[config.mk]
export PLATFORM = sky130hd
export DESIGN_NAME = chk_fifo
export DESIGN_NICKNAME = d
export VERILOG_FILES = /design/src/rtl/sort_result_checker_fifo.sv
export SDC_FILE = /design/constraint.sdc
export NUM_CORES = 1
export LEC_CHECK = 0
export CAP_MARGIN = 25
export CELL_PAD_IN_SITES_DETAIL_PLACEMENT = 0
export CELL_PAD_IN_SITES_GLOBAL_PLACEMENT = 2
export CORE_ASPECT_RATIO = 0.9
export CORE_UTILIZATION = 47
export CTS_CLUSTER_SIZE = 20
export DETAILED_ROUTE_END_ITERATION = 10
export PLACE_DENSITY_LB_ADDON = 0.1
export SETUP_SLACK_MARGIN = 0.02
export SYNTH_ARGS = -nofsm -noshare
export SYNTH_HDL_FRONTEND = slang
export SYNTH_SLANG_ARGS = --single-unit
[constraint.sdc]
create_clock -name CLK -period 2.4 [get_ports CLK]
set_clock_uncertainty 0.05 [all_clocks]
set_input_delay 0.24 -clock CLK [delete_from_list [all_inputs] [get_ports CLK]]
set_output_delay 0.24 -clock CLK [all_outputs]
set_load 0.03 [all_outputs]
[src/rtl/sort_result_checker_fifo.sv]
// Expected-checksum FIFO; the caller only issues legal push/pop.
// Head is registered so the popped value is available without a read port.
module chk_fifo #(
    parameter int W   = 33,
    parameter int LOG = 4
) (
    input  logic         CLK,
    input  logic         RST,
    input  logic         push,
    input  logic         pop,
    input  logic [W-1:0] wdata,
    output logic         full,
    output logic         empty,
    output logic [W-1:0] head
);
    localparam logic [LOG:0] DEPTH = (LOG+1)'(1 << LOG);

    logic [W-1:0]   mem [1 << LOG];
    logic [LOG-1:0] wr_ptr, rd_ptr, rd_nxt;
    logic [LOG:0]   cnt;

    assign full   = (cnt == DEPTH);
    assign empty  = (cnt == '0);
    assign rd_nxt = pop ? rd_ptr + LOG'(1) : rd_ptr;

    always_ff @(posedge CLK) begin
        if (push)
            mem[wr_ptr] <= wdata;
    end

    always_ff @(posedge CLK) begin
        if (RST) begin
            wr_ptr <= '0;
            rd_ptr <= '0;
            cnt    <= '0;
            head   <= '0;
        end else begin
            if (push)
                wr_ptr <= wr_ptr + LOG'(1);
            rd_ptr <= rd_nxt;
            case ({push, pop})
                2'b10:   cnt <= cnt + (LOG+1)'(1);
                2'b01:   cnt <= cnt - (LOG+1)'(1);
                default: cnt <= cnt;
            endcase
            // The entry being written becomes head when it lands on the new read slot.
            if (push && (rd_nxt == wr_ptr))
                head <= wdata;
            else
                head <= mem[rd_nxt];
        end
    end
endmodule

* After elaboration in Yosys (flattened, before gate mapping)
Memories as Yosys holds them, arrays and structs flattened. A register that Yosys moved wholly into a read port is not among the register bits.
Cells that the tools add are included.
** Operators by class
- Add/subtract/negate cells :: 4
- Eq/ne operators :: 3
- Mux-type cells :: 4
- Reduce and logical (&&, ||, !) cells :: 2
** Operators with widths (count)
- case mux 5 bit (2 select lines) :: 1
- adder 4 x 1 -> 4 bit (second input constant) :: 2
- adder 5 x 1 -> 5 bit (second input constant) :: 1
- == test 5 bit (second input constant) :: 1
- zero test 5 bit :: 1
- subtractor 5 x 1 -> 5 bit (second input constant) :: 1
- 2-to-1 mux 4 bit :: 1
- == test 2 x 1 -> 1 bit (second input constant) :: 1
- == test 2 bit (second input constant) :: 1
- 2-to-1 mux 1 bit :: 2
- nonzero test 2 bit :: 1
** Word-level totals
- Flip-flop bits (word level) :: 13
- Bits in writable memories :: 528
- Bits of input ports :: 37
- Memories kept :: 1
** Memory list
- mem :: depth 16, bits a word 33, rd ports 1, clocked after Yosys merged registers in 1, wr ports 1, RTL line 18 : logic [W-1:0] mem [1 << LOG];

* Depth between registers and ports, before layout
- Depth after elaboration :: 2
- Mapped depth :: 10
- Mapped depth without buffers :: 9

* Worst setup path before layout
OpenSTA, ideal clock, no wires.
- Path kind :: in2reg
- From :: input push
- To :: register cnt[4]
- Arrival time :: 2119 ps
- Required time :: 2280 ps
- Setup slack :: 161 ps
- Stages on the path :: 9
- Path buffers :: 1
- Cells stage by stage :: clkbuf_1 -> inv_1 -> ha_1 -> ha_1 -> nor2b_1 -> o21ai_0 -> a21oi_1 -> or4_1 -> a21oi_1
** On the way
- Word-level cells in the longest chain between the ends :: 2
** RTL lines
- start, declared :: RTL line 9 : input logic push,
- == test 2 x 1 -> 1 bit / == test 2 bit (equally long branches) :: RTL line 41 : case ({push, pop})
- case mux 5 bit (2 select lines) / nonzero test 2 bit (equally long branches)
- end signal, assigned :: RTL line 42 : 2'b10: cnt <= cnt + (LOG+1)'(1);
- end signal, assigned :: RTL line 43 : 2'b01: cnt <= cnt - (LOG+1)'(1);
- end signal, assigned :: RTL line 44 : default: cnt <= cnt;
- end, declared :: RTL line 20 : logic [LOG:0] cnt;
Parallel ways exist; a longest one is shown, timed or not.
A chain may end at the register's enable or synchronous reset.

* Final worst setup path
- From :: register rd_ptr[0]
- To :: register head[1], read port of mem
** On the way
- Word-level cells in the longest chain between the ends :: 2
** RTL lines
- start, declared :: RTL line 19 : logic [LOG-1:0] wr_ptr, rd_ptr, rd_nxt;
- start signal, assigned :: RTL line 40 : rd_ptr <= rd_nxt;
- adder 4 x 1 -> 4 bit :: RTL line 24 : assign rd_nxt = pop ? rd_ptr + LOG'(1) : rd_ptr;
- 2-to-1 mux 4 bit (*) :: RTL line 24
- end, declared :: RTL line 14 : output logic [W-1:0] head
Mark *: on every way between the ends. The rest lies on a longest branch, timed or not.

==> impl_metrics.json <==
{
  "outcome": "finished, final reports clean",
  "path_clk_slew_ps": 60,
  "dr.pass1.iters": 5,
  "synth_edf_count": 528,
  "cp-endpoint": "head[1]",
  "dieArea_um2": 57100,
  "worst-r2r-cell-count": 6,
  "ys.flop_type": "edfxtp_1",
  "final_common_cell": "edfxtp_1",
  "worstMarginPinSlew_ps": 677,
  "path_cells": "buf_12, buf_16, mux4_2, mux2i_1, a221oi_1, a22o_1",
  "synth_cell_types": 43,
  "rows": 81,
  "p_int_mw": 18.6,
  "fin_total_pwr_mw": 24.5,
  "ys_seq_area_share_pct": 63.6,
  "seq_power_share_pct": 46.0,
  "clock_power_share_pct": 39.5,
  "gp_congestion": 0.754,
  "slowest_stage": "mux4_2",
  "stdcell_area_um2": 31000,
  "routedWlPerCell_um": 27.0,
  "antenna_found_initial": 2,
  "p_per_area_nw_per_um2": 791,
  "synth_async_sr_flop_share_pct": 0,
  "netlist_area_um2": 26400,
  "cts_buffer_depth": 3,
  "numCtsBuffers": 60,
  "critPathKind": "reg -> reg",
  "slew_violations": 0,
  "end_kind": "flip-flop",
  "synthTopCellsByArea": "edfxtp_1 (60%), mux2i_1 (12%), mux4_2 (11%)",
  "mostFrequentLayoutCells": "edfxtp_1 (528), mux2i_1 (308), o22ai_1 (136)",
  "grt_pass1_vias": 15900,
  "synth-xor-area-share_pct": 0.451,
  "synth_nets": 1664,
  "slew_headroom_pct": 54.7,
  "final_nets": 1786,
  "crit_start": "rd_ptr[0]",
  "synthToLayoutAreaGrowth_pct": 17.7,
  "p_switching_mw": 5.98,
  "grt_start_max_net_pins": 85,
  "setup_viol": 0,
  "gr-total-overflow": 0,
  "core_region_area_um2": 54900,
  "clock_latency_ps": 630,
  "path_delay_family": "multiplexers",
  "yosys_warnings": 0,
  "report.final.hold_viol_count": 0,
  "crit_buf_inv": 2,
  "finalCriticalPeriod_ps": 2280,
  "port_buffers": 71,
  "synth.avg_cell_area_um2": 16.3,
  "synth_compound_area_share_pct": 6.75,
  "pwr-share-comb_pct": 14.6,
  "cts_tree": "yes",
  "fmaxAchievable_mhz": 439,
  "synth_top_area_share_pct": 60.1,
  "leakagePower_nw": 10.2,
  "setup_ws_ps": 122,
  "netlist_instances": 1617,
  "hold_path_depth": 4,
  "route.detailed.drc": 0,
  "slowest_delay_ps": 570,
  "cts_sinks": 574,
  "synthSimpleGateAreaFrac_pct": 3.37,
  "hold_path.class": "in -> reg",
  "cap_violations": 0,
  "yosysTopAreaCell": "edfxtp_1",
  "path_max_fanout": 84,
  "place_hpwl_um": 40000,
  "rr_startpoint": "rd_ptr[0]",
  "cp.depth": 6,
  "swShare_pct": 24.3,
  "initial_utilization_pct": 48.0,
  "reg2reg_to": "head[1]",
  "pin_count": 72,
  "rsz0062_at_grt": "yes",
  "cts_hold_buf": 0,
  "grt_pass1_wl_um": 101000,
  "fin_util_pct": 56.5,
  "track_usage_pct": 24.5,
  "synthAdderAreaFrac_pct": 0.503,
  "dp_slack_ps": -187,
  "drtIter0Drc": 1157,
  "synth_top_family_by_area": "multiplexers",
  "critPathLaunchType": "flip-flop",
  "critPathRequiredTime_ps": 2870,
  "wl_um": 68400,
  "drive_above_1_share_pct": 20.7,
  "ys_seq_elements": 574,
  "fp.dieW_um": 252,
  "vdd_drop_max_mv": 0.737,
  "htreeDepth": 2,
  "via_per_inst": 6.12,
  "root_buffer": "clkbuf_16",
  "regToRegSetupSlack_ps": 120,
  "via_count": 15500,
  "placed_area_um2": 29000,
  "die_y_um": 227,
  "ant_nets": 0,
  "fillers": 4379,
  "worstPathArrival_ps": 2740,
  "synth_mux_area_share_pct": 22.6,
  "timing.final.crit_share_pct": 94.9
}
==> layer usage <==
layer / up-vias / share of wire [%] / track usage, % / routed length (µm)
met3: 89 / 5.9 / 4.47 / 4060
met2: 439 / 48 / 39.8 / 32700
met1: 8120 / 44 / 34.3 / 30400
li1: 6887 / - / - / -
met4: 2 / 1.8 / 5.82 / 1260
met5: - / 0.023 / 0 / 16
==> synthesized netlist by cell type (4+ instances only) <==
cell,instances
o22ai_1,136
xnor2_1,8
nand2b_1,5
nand2_1,73
inv_1,10
a22o_1,32
and2_1,17
a221oi_1,32
ha_1,9
nor2_1,51
edfxtp_1,528
mux2i_1,308
a211oi_1,4
nor3_1,36
a31oi_1,32
a21oi_1,6
buf_1,10
buf_2,52
dfxtp_1,46
buf_4,33
clkbuf_1,28
mux4_2,128
==> worst register-to-register path, stage by stage, from the launching register on <==
cell and delay, ps:
dfxtp_4 370, buf_12 180, buf_16 400, mux4_2 700, mux2i_1 160, a221oi_1 100
a22o_1 200
==> kinds of logic (layout without fill, tap and decap cells) <==
kind of cell	Yosys count	after routing
flip-flops	574	574
multiplexers	436	436
AO/OA/AOI/OAI	254	254
AND/OR/NAND/NOR	196	196
buffers and inverters	135	308
XOR/XNOR	12	12
adder cells (fa/ha/maj)	10	10
other	0	1
==> stage by stage <==
stage / setup TNS (ps) / cells / hold WS [ps]
5_1_grt: 0 / 2538 / 55.5
2_1_floorplan: 0 / 1617 / 289
4_1_cts: 0 / 2537 / 31.9
3_5_place_dp: -187 / 2424 / 436
6_report: 0 / 2538 / 69.5
3_3_place_gp: -121 / 2424 / 449
==> area by class of cell <==
| cell class | instances | area (µm²) | area share, % |
|---|---|---|---|
| flip-flops and latches | 574 | 16800 | 54.1 |
| multi-input cells | 908 | 8970 | 28.9 |
| repair buffers | 185 | 2250 | 7.26 |
| clock buffers | 76 | 1640 | 5.30 |
| well taps | 747 | 935 | 3.01 |
| clock inverters | 37 | 417 | 1.34 |
| inverters | 10 | 38.8 | 0.125 |
| diodes | 1 | 2.50 | 0.00806 |
==> worst min path at each step <==
stage                   from        end  slack [ps]
CTS                      pop     cnt[4]          30
finish                   pop     cnt[4]          70
detailed placement    cnt[4]     cnt[4]         440
global route             pop     cnt[4]          60
global placement      cnt[4]     cnt[4]         450
floorplan           wdata[0]  mem[0][0]         290
==> registers in the layout (all words and copies together) (netlist names) <==
| signal | count |
|---|---|
| cnt | 5 |
| rd_ptr | 4 |
| mem | 528 |
| head | 33 |
| wr_ptr | 4 |
==> power by group through the flow <==
stage	clock, mW	sequential [mW]	combinational (mW)
2_1_floorplan	0	11.7	2.14
3_3_place_gp	0	11.5	3.56
3_5_place_dp	0	11.5	3.60
4_1_cts	9.86	11.3	3.61
5_1_grt	10.2	11.3	3.84
6_report	9.69	11.3	3.58
==> repair_timing <==
action                                 in CTS  in global routing
setup buffers                               0                  0
resized for setup                           4                  4
endpoints found under the hold margin       0                  0
setup endpoints to repair                   2                  4
(Power assumes the default switching activity.)
